`src/rtl/ram_arb_pkg.sv`:
```
// Shared types and constants for the two-port RAM arbiter.
package ram_arb_pkg;

  localparam int unsigned RAM_ADDR_W = 8;
  localparam int unsigned RAM_DATA_W = 8;
  localparam int unsigned CNT_W      = 4;

  localparam logic READ  = 1'b1;
  localparam logic WRITE = 1'b0;

  typedef enum logic [1:0] {
    IDLE   = 2'd0,
    ACCESS = 2'd1,
    DONE   = 2'd2
  } state_t;

endpackage

```
`src/rtl/rr_arbiter2.sv`:
```
// Two-requester grant selection; on a tie the requester not granted last wins.
module rr_arbiter2 (
  input  logic req0,
  input  logic req1,
  input  logic last_grant,
  output logic grant_c,
  output logic valid_c
);

  always_comb begin
    valid_c = req0 | req1;
    grant_c = 1'b0;
    if (req0 && req1) begin
      grant_c = ~last_grant;
    end else if (req1) begin
      grant_c = 1'b1;
    end
  end

endmodule

```
`src/rtl/ram_arbiter.sv`:
```
// Arbitrates two requesters onto one single-port RAM with a fixed access wait.
// Optional ROUND_ROBIN_EN: alternate grants on ties instead of fixed req0 priority.
module ram_arbiter
  import ram_arb_pkg::*;
#(
  parameter int unsigned WAIT_CYCLES = 1,
  parameter int unsigned ADDR_W      = RAM_ADDR_W,
  parameter int unsigned DATA_W      = RAM_DATA_W
) (
  input  logic              clk,
  input  logic              rst_n,
  input  logic              req0,
  input  logic              req1,
  input  logic              rw0,
  input  logic              rw1,
  input  logic [ADDR_W-1:0] addr0,
  input  logic [ADDR_W-1:0] addr1,
  input  logic [DATA_W-1:0] din0,
  input  logic [DATA_W-1:0] din1,
  output logic              ack0,
  output logic              ack1,
  output logic [DATA_W-1:0] dout,
  output logic              busy,
  output logic              ram_enable,
  output logic              ram_rw,
  output logic [ADDR_W-1:0] ram_address,
  output logic [DATA_W-1:0] ram_data_in,
  input  logic [DATA_W-1:0] ram_data_out
);

  localparam logic [CNT_W-1:0] CNT_LOAD = CNT_W'(WAIT_CYCLES - 1);

  state_t           r_state;
  state_t           w_next;
  logic [CNT_W-1:0] r_cnt;
  logic             r_grant;
  logic             w_take;
  logic             w_done;
  logic             w_arb_grant;
  logic             w_arb_valid;
  logic             w_last_grant;

`ifdef ROUND_ROBIN_EN
  logic r_last_grant;

  // Remembers the most recent winner so the next tie goes the other way.
  always_ff @(posedge clk or negedge rst_n) begin
    if (!rst_n) begin
      r_last_grant <= 1'b1;
    end else if (w_take) begin
      r_last_grant <= w_arb_grant;
    end
  end

  assign w_last_grant = r_last_grant;
`else
  // Constant 1 makes every tie resolve to requester 0.
  assign w_last_grant = 1'b1;
`endif

  rr_arbiter2 u_arb (
    .req0       (req0),
    .req1       (req1),
    .last_grant (w_last_grant),
    .grant_c    (w_arb_grant),
    .valid_c    (w_arb_valid)
  );

  always_ff @(posedge clk or negedge rst_n) begin
    if (!rst_n) begin
      r_state <= IDLE;
    end else begin
      r_state <= w_next;
    end
  end

  always_comb begin
    w_next = r_state;
    w_take = 1'b0;
    w_done = 1'b0;
    unique case (r_state)
      IDLE: begin
        if (w_arb_valid) begin
          w_next = ACCESS;
          w_take = 1'b1;
        end
      end
      ACCESS: begin
        if (r_cnt == '0) begin
          w_next = DONE;
          w_done = 1'b1;
        end
      end
      DONE:    w_next = IDLE;
      default: w_next = IDLE;
    endcase
  end

  // The ram_* registers double as the latched command for the whole access.
  always_ff @(posedge clk or negedge rst_n) begin
    if (!rst_n) begin
      r_cnt       <= '0;
      r_grant     <= 1'b0;
      ack0        <= 1'b0;
      ack1        <= 1'b0;
      dout        <= '0;
      busy        <= 1'b0;
      ram_enable  <= 1'b0;
      ram_rw      <= 1'b0;
      ram_address <= '0;
      ram_data_in <= '0;
    end else begin
      ack0 <= 1'b0;
      ack1 <= 1'b0;
      busy <= (w_next != IDLE);
      if (w_take) begin
        r_grant     <= w_arb_grant;
        r_cnt       <= CNT_LOAD;
        ram_enable  <= 1'b1;
        ram_rw      <= w_arb_grant ? rw1 : rw0;
        ram_address <= w_arb_grant ? addr1 : addr0;
        ram_data_in <= w_arb_grant ? din1 : din0;
      end else if (w_done) begin
        if (ram_rw == READ) begin
          dout <= ram_data_out;
        end
        ack0        <= ~r_grant;
        ack1        <= r_grant;
        ram_enable  <= 1'b0;
        ram_rw      <= 1'b0;
        ram_address <= '0;
        ram_data_in <= '0;
      end else if (r_state == ACCESS) begin
        r_cnt <= r_cnt - CNT_W'(1);
      end
    end
  end

endmodule
```
`config.mk`:
```
export PLATFORM = sky130hd
export DESIGN_NAME = ram_arbiter
export DESIGN_NICKNAME = d
export VERILOG_FILES = /design/src/rtl/ram_arb_pkg.sv /design/src/rtl/rr_arbiter2.sv /design/src/rtl/ram_arbiter.sv
export SDC_FILE = /design/constraint.sdc
export NUM_CORES = 1
export LEC_CHECK = 0
export CORE_MARGIN = 5
export CORE_UTILIZATION = 44
export DETAILED_ROUTE_END_ITERATION = 7
export GPL_ROUTABILITY_DRIVEN = 0
export MAX_ROUTING_LAYER = met4
export PLACE_DENSITY_LB_ADDON = 0.05
export RECOVER_POWER = 100
export SLEW_MARGIN = 20
export SYNTH_ARGS = -nofsm -noshare
export SYNTH_HDL_FRONTEND = slang
export SYNTH_HIERARCHICAL = 1
export SYNTH_SLANG_ARGS = --single-unit
export TNS_END_PERCENT = 10
```
`constraint.sdc`:
```
create_clock -name clk -period 5.63 [get_ports clk]
set_clock_uncertainty 0.15 [all_clocks]
set_input_delay 0.8445 -clock clk [delete_from_list [all_inputs] [get_ports clk]]
set_output_delay 0.8445 -clock clk [all_outputs]
set_load 0.005 [all_outputs]
```
==> flow_metrics.py <==
metrics = {
    "run_status": {
        "outcome": "finished, violations left",
        "violations": "capacitance limit, slew limit",
    },
    "sta": {
        "rsz0062_at_grt": "no",
        "fin_crit_sh_pct": 53.8,
        "fin_ws_ps": 2600,
        "relSlewSlack_pct": -23.5,
        "fmax_ghz": 0.330,
        "fin_setup_tns_ps": 0,
        "tightest_slew_ps": 1850,
        "finalHoldViolCount": 0,
        "min_period_ps": 3030,
        "drv_slew": 37,
        "setup_viol": 0,
    },
    "pwr": {
        "vdd_drop_max_mv": 0.236,
        "power_density_nw_per_um2": 494,
        "p_leak_nw": 1.14,
    },
    "yosys": {
        "syn_inst": 140,
        "synthesis.nets": 188,
        "syn-cell-area_sq_um": 1610,
        "yosysWarningCount": 6,
        "synth_seq_cells": 36,
        "synth.distinct_cells": 27,
        "syn_area_per_cell_sq_um": 11.5,
        "synth_seq_area_share_pct": 56.0,
    },
    "drt": {
        "drtPass1Iterations": 4,
        "first_iter_violations": 70,
        "drc_errors": 0,
        "vias": 1275,
        "ant_nets": 0,
        "vias_per_cell": 4.87,
        "wl_mm": 3.61,
        "wl_per_cell_um": 13.8,
    },
    "clock_network": {
        "clock_latency_ps": 280,
        "root_buffer": "clkbuf_8",
        "cts_post_setup_buffers_inserted": 0,
        "cts.sinks": 36,
        "cts_made_buffers": 5,
        "ctsHoldBuffers": 0,
        "cts-resized-gates": 0,
        "max-clock-path-buffers": 2,
        "htreeDepth": 2,
        "clk_pin_slew_worst_paths_ps": 70,
        "cts_tree": "built",
    },
    "floorplanning": {
        "chipWidth_um": 70.5,
        "die_area_sq_um": 4960,
        "core_sq_um": 3610,
        "initial_core_util_pct": 44.6,
        "row_count": 22,
        "num_io_pins": 75,
        "dieHeight_um": 70.5,
    },
    "layout": {
        "areaGrowthSynthToFinish_pct": 56.5,
        "fillers": 274,
        "diodes": 0,
        "finalNetCount": 261,
        "seq_area_sq_um": 901,
        "multiInputGateArea_sq_um": 643,
        "drive_gt1_share_pct": 8.41,
        "post-route-util_pct": 69.8,
    },
    "critical_path": {
        "reg2reg_depth": 5,
        "worstReg2RegEnd": "dout[4]$_DFFE_PN0P_",
        "rr_startpoint": "r_cnt[0]$_DFFE_PN0P_",
        "critPathRequiredTime_ps": 5650,
        "critPathKind": "primary input to flop",
        "cp-end-kind": "flop",
        "arrival_ps": 3050,
        "critPathLaunch": "req0",
        "cp-endpoint": "r_grant$_DFFE_PN0P_",
        "startpoint_type": "primary input",
        "reg2reg_slack_ps": 2990,
        "worstPathMaxFanout": 42,
    },
    "global_routing": {
        "grt_pass1_vias": 1473,
        "antenna_found_initial": 0,
        "grt_pass1_wl_mm": 6.26,
        "grtUsageTotal_pct": 16.0,
        "overflow": 0,
        "grt_max_degree": 43,
    },
    "job": {
        "cap_violations": 1,
    },
    "placement": {
        "post-dp-hpwl_mm": 2.71,
        "pre_cts_ws_ps": 2740,
        "port_buffers": 74,
    },
    "worst_hold_path": {
        "hold_class": "flop to flop",
    },
}
==> cells in the mapped netlist <==
cell      number  area [sq um]
conb_1         1          3.75
nor3_1         1          5.00
o21ai_0        2          10.0
nand3_1        3          15.0
a21boi_1       1          7.51
inv_1          3          11.3
nor3_4         1          16.3
nor2_1         2          7.51
buf_2          1          5.00
or3b_2         1          8.76
mux2i_1       20           200
nor2_2         1          6.26
nor2b_1        1          6.26
o22ai_1       17           106
ha_1           2          25.0
mux2_2         9           101
buf_1          1          3.75
or3_1          1          6.26
nand2b_1       2          12.5
or2_1          1          6.26
clkbuf_1       5          18.8
or4_1          1          7.51
dfrtp_1       36           901
and3_1         1          6.26
or3b_1         1          8.76
buf_4          2          15.0
nand2_1       23          86.3
==> worst max-delay path, stage by stage <==
cell and delay, ps:
dlygate4sd3_1 560, or2_0 220, or3b_1 1000, mux2_2 420
==> cell usage in the layout, fill, tap and decap left out, types with 2 or more instances in the layout <==
cell              n
mux2i_1          20
o21ai_0           2
nand3_1           3
or3b_1            2
clkbuf_8          5
clkdlybuf4s50_1  43
inv_1             3
dlygate4sd3_1    30
bufinv_16         3
dfrtp_1          36
nor3_1            2
o22ai_1          17
nand2_1          23
ha_1              2
nor2_1            3
mux2_2            8
nand2b_1          2
==> report_power, final <==
group          switching, mW  leakage, nW  internal [mW]
sequential            0.0615        0.448          0.377
clock                 0.0893       0.0784          0.222
combinational          0.222        0.619          0.272
total                  0.372         1.14          0.871
==> stage by stage <==
step           instance area [sq um]  power, mW  instances  hold slack, ps
2_1_floorplan                   1610      0.724        140             271
3_3_place_gp                    2370      0.975        254             294
3_5_place_dp                    2370      0.994        254             290
4_1_cts                         2530       1.31        262             303
5_1_grt                         2520       1.34        262             344
6_report                        2520       1.24        262             303
==> flip-flops by register name (all words and copies together), names as in the netlist <==
name and count:
busy 1, r_grant 1, ram_data_in 8, r_cnt 4
dout 8, ack1 1, ram_address 8, r_state 2
ram_enable 1, ack0 1, ram_rw 1
==> cell families (layout without fill, tap and decap cells) <==
kind of cell	count (synthesis)	after routing	synth area share, %
and+or+nand+nor	40	40	12.4
adders and majority gates	2	2	1.56
other	1	1	0.233
muxes	29	29	18.8
DFF	36	36	56.0
buffers and inverters	12	86	3.35
AOI/OAI and AO/OA	20	20	7.70
==> worst min-delay path by stage <==
stage | from | to | slack [ps] | cells after the start
2_1_floorplan | r_grant$_DFFE_PN0P_ | ack0$_DFF_PN0_ | 270 | 1
5_1_grt | r_grant$_DFFE_PN0P_ | ack0$_DFF_PN0_ | 340 | 1
3_3_place_gp | r_grant$_DFFE_PN0P_ | ack0$_DFF_PN0_ | 290 | 1
4_1_cts | r_grant$_DFFE_PN0P_ | ack0$_DFF_PN0_ | 300 | 1
6_report | r_grant$_DFFE_PN0P_ | ack0$_DFF_PN0_ | 300 | 1
3_5_place_dp | r_grant$_DFFE_PN0P_ | ack0$_DFF_PN0_ | 290 | 1
==> metal layers <==
metal / part of all wire [%] / vias to the layer above / wire length (um) / GRT usage, %
li1: - / 632 / - / -
met1: 43 / 594 / 1540 / 18.2
met2: 51 / 44 / 1840 / 27.2
met3: 5.6 / 5 / 202 / 4.46
met4: 1.1 / 0 / 38 / 4.89
met5: 0 / - / 0 / -
==> area by class of cell <==
class	instances	area share [%]
Timing Repair Buffer	75	29.5
Clock inverter	3	3.58
Multi-Input combinational cell	92	25.6
Sequential cell	36	35.8
Clock buffer	5	2.73
Inverter	3	0.448
Tap cell	48	2.39
No activity file was read; power rests on OpenSTA's default activity.
